$ cat config.mk
export PLATFORM = sky130hd
export DESIGN_NAME = inst_encoder
export DESIGN_NICKNAME = d
export VERILOG_FILES = /design/src/rtl/inst_encoder_pkg.sv /design/src/rtl/inst_encoder_imm_pack.sv /design/src/rtl/inst_encoder.sv
export SDC_FILE = /design/constraint.sdc
export NUM_CORES = 1
export LEC_CHECK = 0
export BUFFER_PORTS_ARGS = -buffer_cell sky130_fd_sc_hd__buf_2
export CAP_MARGIN = 0
export CORE_ASPECT_RATIO = 0.6
export CORE_UTILIZATION = 40
export CTS_BUF_LIST = sky130_fd_sc_hd__clkbuf_16
export DETAILED_ROUTE_END_ITERATION = 8
export PLACE_DENSITY_LB_ADDON = 0.25
export SYNTH_ARGS = -nofsm -noshare
export SYNTH_HDL_FRONTEND = slang
export SYNTH_HIERARCHICAL = 1
export SYNTH_SLANG_ARGS = --single-unit
$ cat constraint.sdc
create_clock -name clk -period 2.3 [get_ports clk]
set_clock_uncertainty 0.15 [all_clocks]
set_input_delay 0 -clock clk [delete_from_list [all_inputs] [get_ports clk]]
set_output_delay 0 -clock clk [all_outputs]
set_load 0.02 [all_outputs]
$ cat src/rtl/inst_encoder_pkg.sv
// Shared RV32I encoder definitions: instruction formats, NOP word and the
// major opcodes common with the core decoder.
package inst_encoder_pkg;

  typedef enum logic [2:0] {
    FMT_R = 3'd0,
    FMT_I = 3'd1,
    FMT_S = 3'd2,
    FMT_B = 3'd3,
    FMT_U = 3'd4,
    FMT_J = 3'd5
  } fmt_t;

  localparam logic [31:0] NOP_INST = 32'h0000_0013;

  localparam logic [6:0] OP_LUI    = 7'h37;
  localparam logic [6:0] OP_AUIPC  = 7'h17;
  localparam logic [6:0] OP_JAL    = 7'h6F;
  localparam logic [6:0] OP_JALR   = 7'h67;
  localparam logic [6:0] OP_BRANCH = 7'h63;
  localparam logic [6:0] OP_LOAD   = 7'h03;
  localparam logic [6:0] OP_STORE  = 7'h23;
  localparam logic [6:0] OP_IMM    = 7'h13;
  localparam logic [6:0] OP_REG    = 7'h33;

endpackage

$ cat src/rtl/inst_encoder_imm_pack.sv
// Combinational packer: scatters fields and immediate into the RV32I layout
// selected by fmt and flags immediates that do not fit that layout.
module inst_encoder_imm_pack
  import inst_encoder_pkg::*;
(
  input  logic [2:0]  fmt,
  input  logic [6:0]  opcode,
  input  logic [4:0]  rd,
  input  logic [4:0]  rs1,
  input  logic [4:0]  rs2,
  input  logic [2:0]  funct3,
  input  logic [6:0]  funct7,
  input  logic [31:0] imm,
  output logic [31:0] inst,
  output logic        err
);

  fmt_t        fmt_s;
  logic [31:0] raw_s;
  logic        bad_s;

  assign fmt_s = fmt_t'(fmt);

  // Format-specific packing; "bad" means the immediate is out of range or misaligned.
  always_comb begin
    raw_s = NOP_INST;
    bad_s = 1'b1;
    case (fmt_s)
      FMT_R: begin
        raw_s = {funct7, rs2, rs1, funct3, rd, opcode};
        bad_s = 1'b0;
      end
      FMT_I: begin
        raw_s = {imm[11:0], rs1, funct3, rd, opcode};
        bad_s = (imm[31:11] != {21{imm[11]}});
      end
      FMT_S: begin
        raw_s = {imm[11:5], rs2, rs1, funct3, imm[4:0], opcode};
        bad_s = (imm[31:11] != {21{imm[11]}});
      end
      FMT_B: begin
        raw_s = {imm[12], imm[10:5], rs2, rs1, funct3, imm[4:1], imm[11], opcode};
        bad_s = (imm[31:12] != {20{imm[12]}}) || imm[0];
      end
      FMT_U: begin
        raw_s = {imm[31:12], rd, opcode};
        bad_s = (imm[11:0] != 12'd0);
      end
      FMT_J: begin
        raw_s = {imm[20], imm[10:1], imm[11], imm[19:12], rd, opcode};
        bad_s = (imm[31:20] != {12{imm[20]}}) || imm[0];
      end
      default: begin
        raw_s = NOP_INST;
        bad_s = 1'b1;
      end
    endcase
  end

  // Rejected inputs are replaced by the canonical NOP.
  always_comb begin
    err = bad_s || (opcode[1:0] != 2'b11);
    if (err) begin
      inst = NOP_INST;
    end else begin
      inst = raw_s;
    end
  end

endmodule

$ cat src/rtl/inst_encoder.sv
// RV32I instruction encoder with a single-entry valid/ready output stage,
// sequential write address and saturating reject counter.
module inst_encoder
  import inst_encoder_pkg::*;
#(
  parameter int ADDR_W = 10
) (
  input  logic              clk,
  input  logic              rst_n,
  input  logic              clear,
  input  logic              in_valid,
  output logic              in_ready,
  input  logic [2:0]        fmt,
  input  logic [6:0]        opcode,
  input  logic [4:0]        rd,
  input  logic [4:0]        rs1,
  input  logic [4:0]        rs2,
  input  logic [2:0]        funct3,
  input  logic [6:0]        funct7,
  input  logic [31:0]       imm,
  output logic              out_valid,
  input  logic              out_ready,
  output logic [31:0]       out_inst,
  output logic [ADDR_W-1:0] out_addr,
  output logic              out_err,
  output logic [7:0]        err_count
);

  logic [31:0]       pack_inst_s;
  logic              pack_err_s;
  logic              accept_s;
  logic              xfer_s;
  logic              out_valid_r;
  logic [31:0]       out_inst_r;
  logic              out_err_r;
  logic [ADDR_W-1:0] addr_r;
  logic [7:0]        err_count_r;

  inst_encoder_imm_pack u_imm_pack (
    .fmt    (fmt),
    .opcode (opcode),
    .rd     (rd),
    .rs1    (rs1),
    .rs2    (rs2),
    .funct3 (funct3),
    .funct7 (funct7),
    .imm    (imm),
    .inst   (pack_inst_s),
    .err    (pack_err_s)
  );

  assign in_ready = !clear && (!out_valid_r || out_ready);
  assign accept_s = in_valid && in_ready;
  assign xfer_s   = out_valid_r && out_ready;

  // Output holding register; a pending word is dropped by clear.
  always_ff @(posedge clk or negedge rst_n) begin
    if (!rst_n) begin
      out_valid_r <= 1'b0;
      out_inst_r  <= 32'd0;
      out_err_r   <= 1'b0;
    end else if (clear) begin
      out_valid_r <= 1'b0;
    end else if (accept_s) begin
      out_valid_r <= 1'b1;
      out_inst_r  <= pack_inst_s;
      out_err_r   <= pack_err_s;
    end else if (xfer_s) begin
      out_valid_r <= 1'b0;
    end
  end

  // Write address advances once per delivered word and wraps naturally.
  always_ff @(posedge clk or negedge rst_n) begin
    if (!rst_n) begin
      addr_r <= '0;
    end else if (clear) begin
      addr_r <= '0;
    end else if (xfer_s) begin
      addr_r <= addr_r + {{(ADDR_W-1){1'b0}}, 1'b1};
    end
  end

  // Reject counter counts at accept time and sticks at 255.
  always_ff @(posedge clk or negedge rst_n) begin
    if (!rst_n) begin
      err_count_r <= 8'd0;
    end else if (clear) begin
      err_count_r <= 8'd0;
    end else if (accept_s && pack_err_s && (err_count_r != 8'hFF)) begin
      err_count_r <= err_count_r + 8'd1;
    end
  end

  assign out_valid = out_valid_r;
  assign out_inst  = out_inst_r;
  assign out_err   = out_err_r;
  assign out_addr  = addr_r;
  assign err_count = err_count_r;

endmodule

=== Word-level counts from Yosys, hierarchy flattened ===
Index checks and enable logic that the tools add are counted.

* Bits in registers: 52
* Input bits: 72
* Output and inout port bits: 53
* Logic and storage cells: 46

* $add $sub $neg: 2
* Eq/ne operators: 10
* Mux-type cells: 10
* Bitwise operators: 1
* Reduce and logical (&&, ||, !) cells: 18

{| class="wikitable"
|+ Operator list
! kind !! number
|-
| $pmux W32 S6 || 1
|-
| $mux W32 || 1
|-
| $mux W10 || 2
|-
| $ne A20 B20 Y1 || 1
|-
| $ne A19 B19 Y1 || 1
|-
| $mux W8 || 2
|-
| $reduce_bool A12 Y1 || 1
|-
| $ne A11 B11 Y1 || 1
|-
| $add A10 B1 Y10 const B || 1
|-
| $add A8 B1 Y8 const B || 1
|-
| $ne A8 B8 Y1 const B || 1
|-
| $eq A3 B2 Y1 const B || 2
|-
| $eq A3 B3 Y1 const B || 2
|-
| $logic_and A1 B1 Y1 || 5
|-
| $pmux W1 S5 || 1
|-
| $logic_or A1 B1 Y1 || 4
|-
| $reduce_bool A2 Y1 || 2
|-
| $eq A3 B1 Y1 const B || 1
|-
| $logic_not A3 Y1 || 1
|-
| $mux W1 || 3
|-
| $reduce_bool A3 Y1 || 1
|-
| $logic_not A1 Y1 || 2
|-
| $ne A2 B2 Y1 const B || 1
|-
| $reduce_and A2 Y1 || 1
|-
| other kinds (2) || 2
|}

=== Logic depth before layout (Yosys ltp) ===
Gate-level depths: netlist of run 1.

* Word-level depth: 8
* Mapped depth: 12
* Mapped depth without buffers: 8

=== Hierarchy ===
Netlist of run 1, hierarchy kept.

{| class="wikitable"
|+ By module, submodules not included
! module !! times used !! cells an instance !! area each (um2) !! seq. area each (um2)
|-
| inst_encoder || 1 || 186 || 2432.3 || 1301.2
|-
| inst_encoder_imm_pack || 1 || 159 || 1054.8 || 0.0
|}

=== Least setup slack after synthesis of run 1 ===
No wires, ideal clock.

* Path type: input to register
* From: in imm[25]
* To: reg err_count_r[0], in the netlist err_count[0]
* Setup time: 0.065 ns
* Arrival: 2.627 ns
* Data required time: 2.085 ns
* Slack: -0.542 ns
* Stages on the path: 10
* Path buffers: 2
* Path through: or4_4 or4_1 a2111oi_2 a311oi_1 buf_2 or3_1 and3_1 buf_4 a21oi_2 mux2_2

* Word-level cells in the longest chain between the ends: 7
* Elaborated cells on any way between the ends: 10
* Those cells by class: eq/ne: 3; mux: 1; reduce/logical: 6

{| class="wikitable"
|+ RTL lines
! what !! line !! source
|-
| start: declaration || inst_encoder.sv:20 || <nowiki>input logic [31:0] imm,</nowiki>
|-
| $ne A19 B19 Y1 or $ne A11 B11 Y1 (tied branches) || inst_encoder_imm_pack.sv:43, inst_encoder_imm_pack.sv:51 ||
|-
| $logic_or A1 B1 Y1 (on tied branches) || inst_encoder_imm_pack.sv:43, inst_encoder_imm_pack.sv:51 ||
|-
| $pmux W1 S5 (*) || inst_encoder_imm_pack.sv:28 || <nowiki>case (fmt_s)</nowiki>
|-
| $logic_or A1 B1 Y1 (*) || inst_encoder_imm_pack.sv:62 || <nowiki>err = bad_s || (opcode[1:0] != 2'b11);</nowiki>
|-
| via pack_err_s || inst_encoder.sv:30 || <nowiki>logic pack_err_s;</nowiki>
|-
| $logic_and A1 B1 Y1 (*) (2 in a row) || inst_encoder.sv:90 || <nowiki>end else if (accept_s && pack_err_s && (err_count_r != 8'hFF)) begin</nowiki>
|-
| $reduce_bool A2 Y1 (no source line) (*) || n/a ||
|-
| end signal: assignment || inst_encoder.sv:91 || <nowiki>err_count_r <= err_count_r + 8'd1;</nowiki>
|-
| end: declaration || inst_encoder.sv:37 || <nowiki>logic [7:0] err_count_r;</nowiki>
|}

The timed path passes the listed nets; every way through them passes the cells marked *.
A chain may end at the register's enable or synchronous reset.

=== Worst setup path after layout of run 1 ===
Ends and elaborated chain as after synthesis.

==> summary.md, run 1 <==
| Metric | Value |
|---|---|
| Worst setup SP type | primary input |
| Global-route wire length before repair | 18600 µm |
| Compound-gate portion of the synthesized area | 0.172 |
| Via/cell ratio | 5.74 |
| Io pins | 125 |
| Layout cells sized above 1 | 0.531 |
| P_leak | 2.38 nW |
| Post-route minimum period | 2.49 ns |
| Core ar. | 8160 µm² |
| Mapped Cells | 345 |
| Worst skew pair latency | 0.30 ns |
| Number of diodes | 0 |
| Crit path kind | in -> reg |
| Final #Nets | 587 |
| DR iter-0 viols | 257 |
| Die Span Y | 74.3 µm |
| Pwr Density | 462 nW/µm² |
| Hold crit path type | in -> reg |
| DP Cell Count | 596 |
| CTS Buf Count | 5 |
| Setup violations, final | 34 |
| Rows | 25 |
| Longest Clk Path Bufs | 2 |
| Total global-route track usage | 0.274 |
| Run status | finished, violations left |
| Via count | 3571 |
| Synth Area in Simple Gates | 0.211 |
| Fin. Hold Viols | 0 |
| Number of fillers in the final layout | 644 |
| Hold depth | 3 |
| Syn-to-layout area delta | 53.4% |
| Fin cells | 622 |
| RSZ-0062 raised after global routing | yes |
| Wire per inst | 19.0 µm |
| DRT Pass-1 Iters | 5 |
| Syn Area/Cell | 10.1 µm² |
| Seq cells post-synth | 52 |
| Hpwl dp | 8480 µm |
| Top_reg_cell synth | dfrtp_1 |
| TritonCTS clock tree | yes |
| Distinct cells, synth | 61 |
| Largest family of logic cells by synthesized area | simple AND/OR/NAND/NOR gates |
| Root Driver | clkbuf_16 |
| Number of global-route vias before repair | 3447 |
| DIE AREA | 9110 µm² |
| Routed Wire Length | 11800 µm |
| Worst slew margin | 0.514 |
| Total negative slack | -2.85 ns |
| Max-slew violations | 0 |
| H-Tree Depth | 2 |
| Post-Synthesis Cell Area | 3490 µm² |
| CTS Sinks | 52 |
| Initial antenna violation count | 0 |
| Port Buffer Count | 124 |
| Die X | 123 µm |
| Xor and xnor area share after synthesis | 0.0201 |
| WP data required | 2.39 ns |
| Highest net fanout along the worst path | 6 |
| Grt total ovfl | 0 |
| Synthesized-area fraction occupied by adder cells | 0.00718 |
| Synth async-reset ratio | 1.00 |
| ANT nets after route | 0 |
| Warnings from Yosys | 6 |
| Fmax | 402 MHz |
| Crit end category | register |
| R2r setup slk | 0.48 ns |
| Max_cap viols | 0 |
| Clock slew at reported path FFs | 0.07 ns |
| # DRC | 0 |
| Failing checks | setup timing |
| Post-synthesis sequential area ratio | 0.373 |
| R2R cell count | 5 |
| RePlAce Congestion | 0.940 |
| EDFF count, synth | 0 |
| Crit share post-route | 1.08 |
| Pin count of the biggest net entering global routing | 33 |
| Initial core utilization | 0.427 |
| Tightest Pin Transition | 0.729 ns |
| PnR worst setup slack | -0.190 ns |
| Multiplexer share of the synthesized area | 0.154 |
| Peak VDD IR | 0.324 mV |
| Final core occ | 0.655 |
| CP arrival | 2.58 ns |
## per-stage QoR
step           setup slack (ns)  cell area (µm²)  hold slack (ns)  power, W
3_3_place_gp             -0.526             4510           -0.262   0.00154
5_1_grt                  -0.202             5350           0.0815   0.00258
6_report                 -0.190             5350           0.0420   0.00247
4_1_cts                  -0.197             5280           0.0531   0.00245
2_1_floorplan            -0.456             3560           -0.446   0.00130
3_5_place_dp             -0.546             4510           -0.248   0.00154
## cell type report
type	count	area, µm²	share of cell area
Timing Repair Buffer	189	1230	0.230
Tap cell	108	135	0.0253
Sequential cell	52	1300	0.243
Clock buffer	5	125	0.0234
Inverter	9	33.8	0.00632
Multi-Input combinational cell	256	2500	0.467
Clock inverter	3	26.3	0.00491
## critical path, cell delays in order
cell and delay (ns):
buf_6 0.09, or4_4 0.57, or4_4 0.51, a2111oi_4 0.40
a311oi_4 0.10, or3_4 0.39, and3_4 0.20, a21oi_4 0.14
mux2_2 0.16
## synthesized netlist by cell type, drive strengths merged, types with 9 or more instances
library cell  number  share of area
o21ai             10          0.014
nor2              20          0.026
dfrtp             52           0.37
clkbuf            17          0.019
a22oi             30          0.065
nand3             14          0.022
buf               12          0.033
nand2             17          0.018
nor4              31          0.056
inv                9         0.0097
a21oi              9          0.014
mux2              35           0.15
## where the power goes
part | internal, W | total (W) | switching, W
Clock | 0.000412 | 0.000791 | 0.000379
Combinational | 0.000303 | 0.000698 | 0.000395
Sequential | 0.000950 | 0.000981 | 0.0000312
## registers in the layout (all words and copies together) (netlist names)
register	cells
out_addr	10
err_count	8
out_err	1
out_inst	32
out_valid	1
## logic make-up after synthesis
| logic type | after synthesis |
|---|---|
| simple gates | 125 |
| compound gates | 81 |
| flops | 52 |
| mux | 38 |
| buf+inv | 38 |
| xor+xnor | 8 |
| fa+ha+maj | 2 |
| other cells | 1 |
## layer usage
layer,up-vias,routed length [µm],part of all wire,global-route usage
met4,0,114,0.0096,0.0596
met2,147,5080,0.43,0.404
met5,-,0,0,0
li1,1668,-,-,-
met1,1744,5660,0.48,0.397
met3,12,971,0.082,0.0782
## cell usage in the layout, fill, tap and decap left out, types with 4 or more instances in the layout
master / synthesis / routed
a21oi_1: 8 / 8
a22o_1: 4 / 4
a22oi_1: 30 / 30
buf_2: 3 / 122
buf_4: 3 / 46
buf_6: 1 / 6
clkbuf_16: 0 / 5
dfrtp_1: 52 / 52
dlygate4sd3_1: 0 / 11
inv_1: 8 / 8
mux2_2: 5 / 5
mux2_4: 30 / 30
nand2_1: 17 / 16
nand3_1: 13 / 12
nand4_1: 7 / 7
nor2_1: 19 / 18
nor3_1: 6 / 5
nor4_1: 31 / 5
nor4_4: 0 / 25
o21ai_0: 10 / 9
o22a_1: 6 / 6
or3_1: 5 / 4
or4_1: 6 / 4
xnor2_1: 6 / 6
## final timing paths
path / startpoint / endpoint
setup / recovery: imm[25] / err_count[0]$_DFFE_PN0P_
hold / removal: opcode[3] / out_inst[3]$_DFFE_PN0P_
setup reg to reg: err_count[0]$_DFFE_PN0P_ / err_count[3]$_DFFE_PN0P_
hold reg to reg: out_inst[1]$_DFFE_PN0P_ / out_inst[1]$_DFFE_PN0P_
max in group asynchronous: rst_n / out_inst[18]$_DFFE_PN0P_
min in group asynchronous: rst_n / out_inst[6]$_DFFE_PN0P_
## repair_timing
item                       in CTS  in global routing
setup endpoints to repair      35                 39
pin swaps                      18                 12
hold endpoints to repair       67                  0
resized for setup              63                 10
setup buffers                   5                  1
hold buffers                   11                  0
gates cloned                    2                  0
(Power assumes the default switching activity.)
==> run 2, diff against run 1 <==
Settings changed: CORE_MARGIN set to 1.5, SLEW_MARGIN set to 30.
==> run 2 against run 1 <==
Compared with the run above: the run still ends with setup timing left; fmax decreased by 0.14%; worst setup slack worse by 0.0034 ns; first-iteration DRC count increased by 14%; via count fell by 3.9%; final cell count down 1.4%; routed wire length down 9.8%; non-clock buffer count fell by 13; register-to-register slack about the same; utilization decreased by 6.6 points; die area grew 2.2%; critical endpoint unchanged; largest power group unchanged.
==> summary.md, run 2 (synthesis results as in run 1) <==
| Metric | Value |
|---|---|
| Via count | 3433 |
| Post-route minimum period | 2.49 ns |
| Initial antenna violation count | 0 |
| Wire per inst | 17.4 µm |
| RePlAce Congestion | 0.986 |
| Port Buffer Count | 124 |
| Core ar. | 8490 µm² |
| DP Cell Count | 595 |
| Rows | 26 |
| Die Span Y | 75.3 µm |
| P_int | 0.00174 W |
| Max stage delay cell, worst path | or4_4 |
| Max_cap viols | 0 |
| Hold crit path type | in -> reg |
| Min-delay src | opcode[5] |
| DRT Pass-1 Iters | 5 |
| Clock slew at reported path FFs | 0.07 ns |
| Via/cell ratio | 5.60 |
| R2r setup slk | 0.49 ns |
| Fmax | 401 MHz |
| Fin cells | 613 |
| P_leak | 2.30 nW |
| Crit path kind | in -> reg |
| Worst Hold Endpoint | out_inst[5]$_DFFE_PN0P_ |
| Grt total ovfl | 0 |
| WP data required | 2.32 ns |
| DP Worst Slack | -0.561 ns |
| Most used cell, CP | or4_4 |
| Commonest non-fill, non-tap cell in the layout | buf_2 |
| Number of global-route vias before repair | 3282 |
| Reg2reg start | err_count[0]$_DFFE_PN0P_ |
| Highest net fanout along the worst path | 6 |
| Clock power frac | 0.350 |
| Die X | 124 µm |
| Comb pwr share | 0.250 |
| H-Tree Depth | 2 |
| DIE AREA | 9310 µm² |
| Root Driver | clkbuf_16 |
| Syn-to-layout area delta | 43.5% |
| Worst skew pair latency | 0.29 ns |
| Total global-route track usage | 0.232 |
| Number of diodes | 0 |
| CP startpoint | imm[28] |
| Pwr Density | 489 nW/µm² |
| Initial core utilization | 0.411 |
| Largest register FFs | 32 |
| Global-route wire length before repair | 16600 µm |
| Failing checks | setup timing |
| Crit end category | register |
| PnR worst setup slack | -0.193 ns |
| Hpwl dp | 8040 µm |
| Longest Clk Path Bufs | 2 |
| Worst slew margin | 0.549 |
| Max-slew violations | 0 |
| Final #Nets | 574 |
| R2R Path End | err_count[0]$_DFFE_PN0P_ |
| Post-route cell area | 5000 µm² |
| # DRC | 0 |
| Crit share post-route | 1.08 |
| Io pins | 125 |
| NetSw | 0.000713 W |
| Worst setup SP type | primary input |
| Run status | finished, violations left |
| Peak VDD IR | 0.335 mV |
| Tightest Pin Transition | 0.676 ns |
| Pin count of the biggest net entering global routing | 53 |
| Layout cells sized above 1 | 0.511 |
| Cell area after placement | 4480 µm² |
| Commonest cells after routing, fill and taps aside | 122 x buf_2, 52 x dfrtp_1, 41 x buf_4 |
| CP arrival | 2.52 ns |
| DR iter-0 viols | 293 |
| Final core occ | 0.589 |
| ANT nets after route | 0 |
| Part of the power in registers | 0.400 |
| Fin. Hold Viols | 0 |
| R2R cell count | 5 |
| CTS Buf Count | 5 |
| Routed Wire Length | 10700 µm |
| CTS Sinks | 52 |
| RSZ-0062 raised after global routing | yes |
| Net Sw Frac | 0.291 |
| Critical path cell sequence | buf_6 -> or4_4 -> or4_4 -> a2111oi_4 -> a311oi_4 -> or3_4 -> nand3_4 -> nor2_2 -> mux2_4 |
| Total negative slack | -1.68 ns |
| Hold depth | 3 |
| CP max stage delay | 0.56 ns |
| TritonCTS clock tree | yes |
| Setup violations, final | 20 |
[run 2: changes by cell type in the layout (fill, tap and decap cells not counted), sizes merged]
cell,delta
inv,+1
dlygate4sd3,-4
clkinvlp,-2
buf,-9
bufinv,+1
[run 2: how the worst max path moves through the flow]
stage | slack (ns) | cells past startpoint | end
detailed placement | -0.56 | 9 | err_count[0]$_DFFE_PN0P_
CTS | -0.24 | 9 | err_count[0]$_DFFE_PN0P_
finish | -0.19 | 9 | err_count[0]$_DFFE_PN0P_
global placement | -0.52 | 9 | err_count[0]$_DFFE_PN0P_
floorplan | -0.46 | 10 | err_count[0]$_DFFE_PN0P_
global route | -0.22 | 9 | err_count[3]$_DFFE_PN0P_
[run 2: final cells by class]
cell class,count,area [µm²]
clock buffers,5,125
clock inverters,3,42.5
inverters,9,33.8
fillers,735,3490
flip-flops and latches,52,1300
multi-input cells,256,2270
repair buffers,176,1090
well taps,112,140
[run 2: layer usage]
metal,share of wire,global-route usage,vias to the layer above
li1,-,-,1639
met4,0.012,0.0511,0
met3,0.071,0.0659,15
met1,0.50,0.344,1649
met2,0.42,0.334,130
met5,0,0,-
[run 2: stage by stage]
step / hold slack [ns] / total power [W]
detailed placement: 0.0124 / 0.00153
global placement: 0.00372 / 0.00153
finish: 0.00505 / 0.00245
CTS: 0.0151 / 0.00244
floorplan: -0.446 / 0.00130
global route: 0.00905 / 0.00257
[run 2: power by group through the flow]
stage / registers (W) / clock network, W / logic, W
finish: 0.000980 / 0.000858 / 0.000612
CTS: 0.000979 / 0.000870 / 0.000594
floorplan: 0.00104 / 0 / 0.000262
global route: 0.000985 / 0.000923 / 0.000658
detailed placement: 0.000996 / 0 / 0.000536
global placement: 0.000995 / 0 / 0.000530
[run 2: what timing repair did]
action | 4_1_cts | 5_1_grt
resized for setup | 30 | 11
buffers inserted | 3 | 0
endpoints found under the setup margin | 24 | 36
pin swaps | 11 | 4
gates cloned | 1 | 0
hold endpoints to repair | 63 | 0
hold buffers | 7 | 0
[run 2: critical path: cells and delay by family]
family	cells	cell delay [ns]
muxes	1	0.27
buffers and inverters	1	0.09
AOI/OAI and AO/OA	2	0.47
and+or+nand+nor	5	1.68
==> run 3, diff against run 2 <==
--- a/config.mk
+++ b/config.mk
@@ -12,3 +12,3 @@
 export CORE_UTILIZATION = 40
-export CTS_BUF_LIST = sky130_fd_sc_hd__clkbuf_16
+export CTS_BUF_LIST = sky130_fd_sc_hd__clkbuf_4 sky130_fd_sc_hd__clkbuf_8 sky130_fd_sc_hd__clkbuf_16
 export DETAILED_ROUTE_END_ITERATION = 8
--- a/constraint.sdc
+++ b/constraint.sdc
@@ -4,2 +4,2 @@
 set_output_delay 0 -clock clk [all_outputs]
-set_load 0.02 [all_outputs]
+set_load 0.01 [all_outputs]
==> run 3 against run 2 <==
Compared with the run above: routed wire length about the same; global-route usage unchanged; the run still ends with setup timing left; die area unchanged; flip-flop and latch count unchanged; utilization about the same; combinational power down 4.9%; sequential power about the same; critical path type unchanged; power down 0.55%.
==> summary.md, run 3 (synthesis results as in run 1) <==
| Metric | Value |
|---|---|
| Final #Nets | 574 |
| Commonest non-fill, non-tap cell in the layout | buf_2 |
| Die Span Y | 75.3 µm |
| Port Buffer Count | 124 |
| Global-route wire length before repair | 16600 µm |
| P_int | 0.00175 W |
| Cell area after placement | 4480 µm² |
| Number of global-route vias before repair | 3282 |
| Worst skew pair latency | 0.29 ns |
| Clock power frac | 0.359 |
| Die X | 124 µm |
| DP Cell Count | 595 |
| Via count | 3430 |
| Net Sw Frac | 0.281 |
| Syn-to-layout area delta | 43.6% |
| Tightest Pin Transition | 0.676 ns |
| Root Driver | clkbuf_16 |
| DRT Pass-1 Iters | 5 |
| Total negative slack | -1.68 ns |
| Fmax | 401 MHz |
| CTS Sinks | 52 |
| DR iter-0 viols | 293 |
| Max-slew violations | 0 |
| Number of fillers in the final layout | 735 |
| Rows | 26 |
| Pin count of the biggest net entering global routing | 53 |
| Final core occ | 0.590 |
| Post-route cell area | 5010 µm² |
| Crit share post-route | 1.08 |
| Largest register FFs | 32 |
| Part of the power in registers | 0.402 |
| # DRC | 0 |
| Setup violations, final | 20 |
| Longest Clk Path Bufs | 2 |
| Commonest cells after routing, fill and taps aside | 122 x buf_2, 52 x dfrtp_1, 41 x buf_4 |
| P_leak | 2.30 nW |
| ANT nets after route | 0 |
| Crit end category | register |
| Crit path kind | in -> reg |
| TritonCTS clock tree | yes |
| NetSw | 0.000684 W |
| DIE AREA | 9310 µm² |
| Worst setup SP type | primary input |
| Core ar. | 8490 µm² |
| Hold crit path type | in -> reg |
| Fin cells | 613 |
| Initial antenna violation count | 0 |
| Via/cell ratio | 5.60 |
| H-Tree Depth | 2 |
| WP data required | 2.32 ns |
| Clock slew at reported path FFs | 0.07 ns |
| Routed Wire Length | 10700 µm |
| CP arrival | 2.52 ns |
| Grt total ovfl | 0 |
| Failing checks | setup timing |
| Highest net fanout along the worst path | 6 |
| Tot Pwr | 0.00244 W |
| Fin. Hold Viols | 0 |
| RePlAce Congestion | 0.986 |
| Initial core utilization | 0.411 |
| Wire per inst | 17.4 µm |
| Number of diodes | 0 |
| Hpwl dp | 8040 µm |
| Run status | finished, violations left |
| Pwr Density | 486 nW/µm² |
| Worst slew margin | 0.549 |
| Max_cap viols | 0 |
| Io pins | 125 |
| Post-route minimum period | 2.49 ns |
| CTS Buf Count | 5 |
| Peak VDD IR | 0.334 mV |
| PnR worst setup slack | -0.193 ns |
| Layout cells sized above 1 | 0.513 |
| Comb pwr share | 0.239 |
| Total global-route track usage | 0.232 |
| RSZ-0062 raised after global routing | yes |
## run 3: changes by cell type in the layout (fill, tap and decap cells not counted)
cell      previous run  this run
clkbuf_4             0         1
inv_1                9         8
## run 3: per-layer routing
layer  GRT usage  vias to the layer above  share of wire
li1            -                     1638              -
met1       0.344                     1648           0.50
met2       0.334                      129           0.42
met3      0.0659                       15          0.070
met4      0.0511                        0          0.012
met5           0                        -              0
## run 3: power by group through the flow
| stage | logic, W | registers, W | clock network (W) |
|---|---|---|---|
| finish | 0.000582 | 0.000980 | 0.000874 |
| global route | 0.000629 | 0.000985 | 0.000939 |
| CTS | 0.000564 | 0.000979 | 0.000886 |
| detailed placement | 0.000506 | 0.000996 | 0 |
| global placement | 0.000501 | 0.000995 | 0 |
| floorplan | 0.000261 | 0.00101 | 0 |
## run 3: final cells by class
cell class | instances | area (µm²) | area share
clock buffer | 6 | 133 | 0.0265
clock inverter | 2 | 38.8 | 0.00775
inverter | 9 | 33.8 | 0.00675
multi-input combinational | 256 | 2270 | 0.454
sequential | 52 | 1300 | 0.260
tap | 112 | 140 | 0.0280
timing repair buffer | 176 | 1090 | 0.218
## run 3: per-stage QoR
step	hold WS, ns	setup WS [ns]
finish	0.00475	-0.193
global route	0.00922	-0.224
CTS	0.0151	-0.239
detailed placement	0.0124	-0.561
global placement	0.00372	-0.516
floorplan	-0.446	-0.456
## run 3: timing repair
action                     CTS  global route
pin swaps                   11             4
hold buffers                 7             0
buffers inserted             3             0
hold endpoints to repair    63             0
cloned                       1             0
setup endpoints to repair   24            36
gates resized for setup     30            11
## run 3: path summary, 6_finish.rpt
path                       depth (start not counted)  slack (ns)                       end                startpoint
max reg2reg                                        5        0.49  err_count[0]$_DFFE_PN0P_  err_count[0]$_DFFE_PN0P_
min reg2reg                                        1        0.36  out_inst[16]$_DFFE_PN0P_  out_inst[16]$_DFFE_PN0P_
max in group asynchronous                          3        1.32   out_inst[0]$_DFFE_PN0P_                     rst_n
min in group asynchronous                          3        0.21  out_inst[19]$_DFFE_PN0P_                     rst_n
max                                                9       -0.19  err_count[0]$_DFFE_PN0P_                   imm[28]
min                                                3       0.005   out_inst[5]$_DFFE_PN0P_                 opcode[5]
## run 3: worst max-delay path: stages
cell       delay [ns]
buf_6            0.09
or4_4            0.56
or4_4            0.51
a2111oi_4        0.39
a311oi_4         0.08
or3_4            0.43
nand3_4          0.12
nor2_2           0.06
mux2_4           0.27
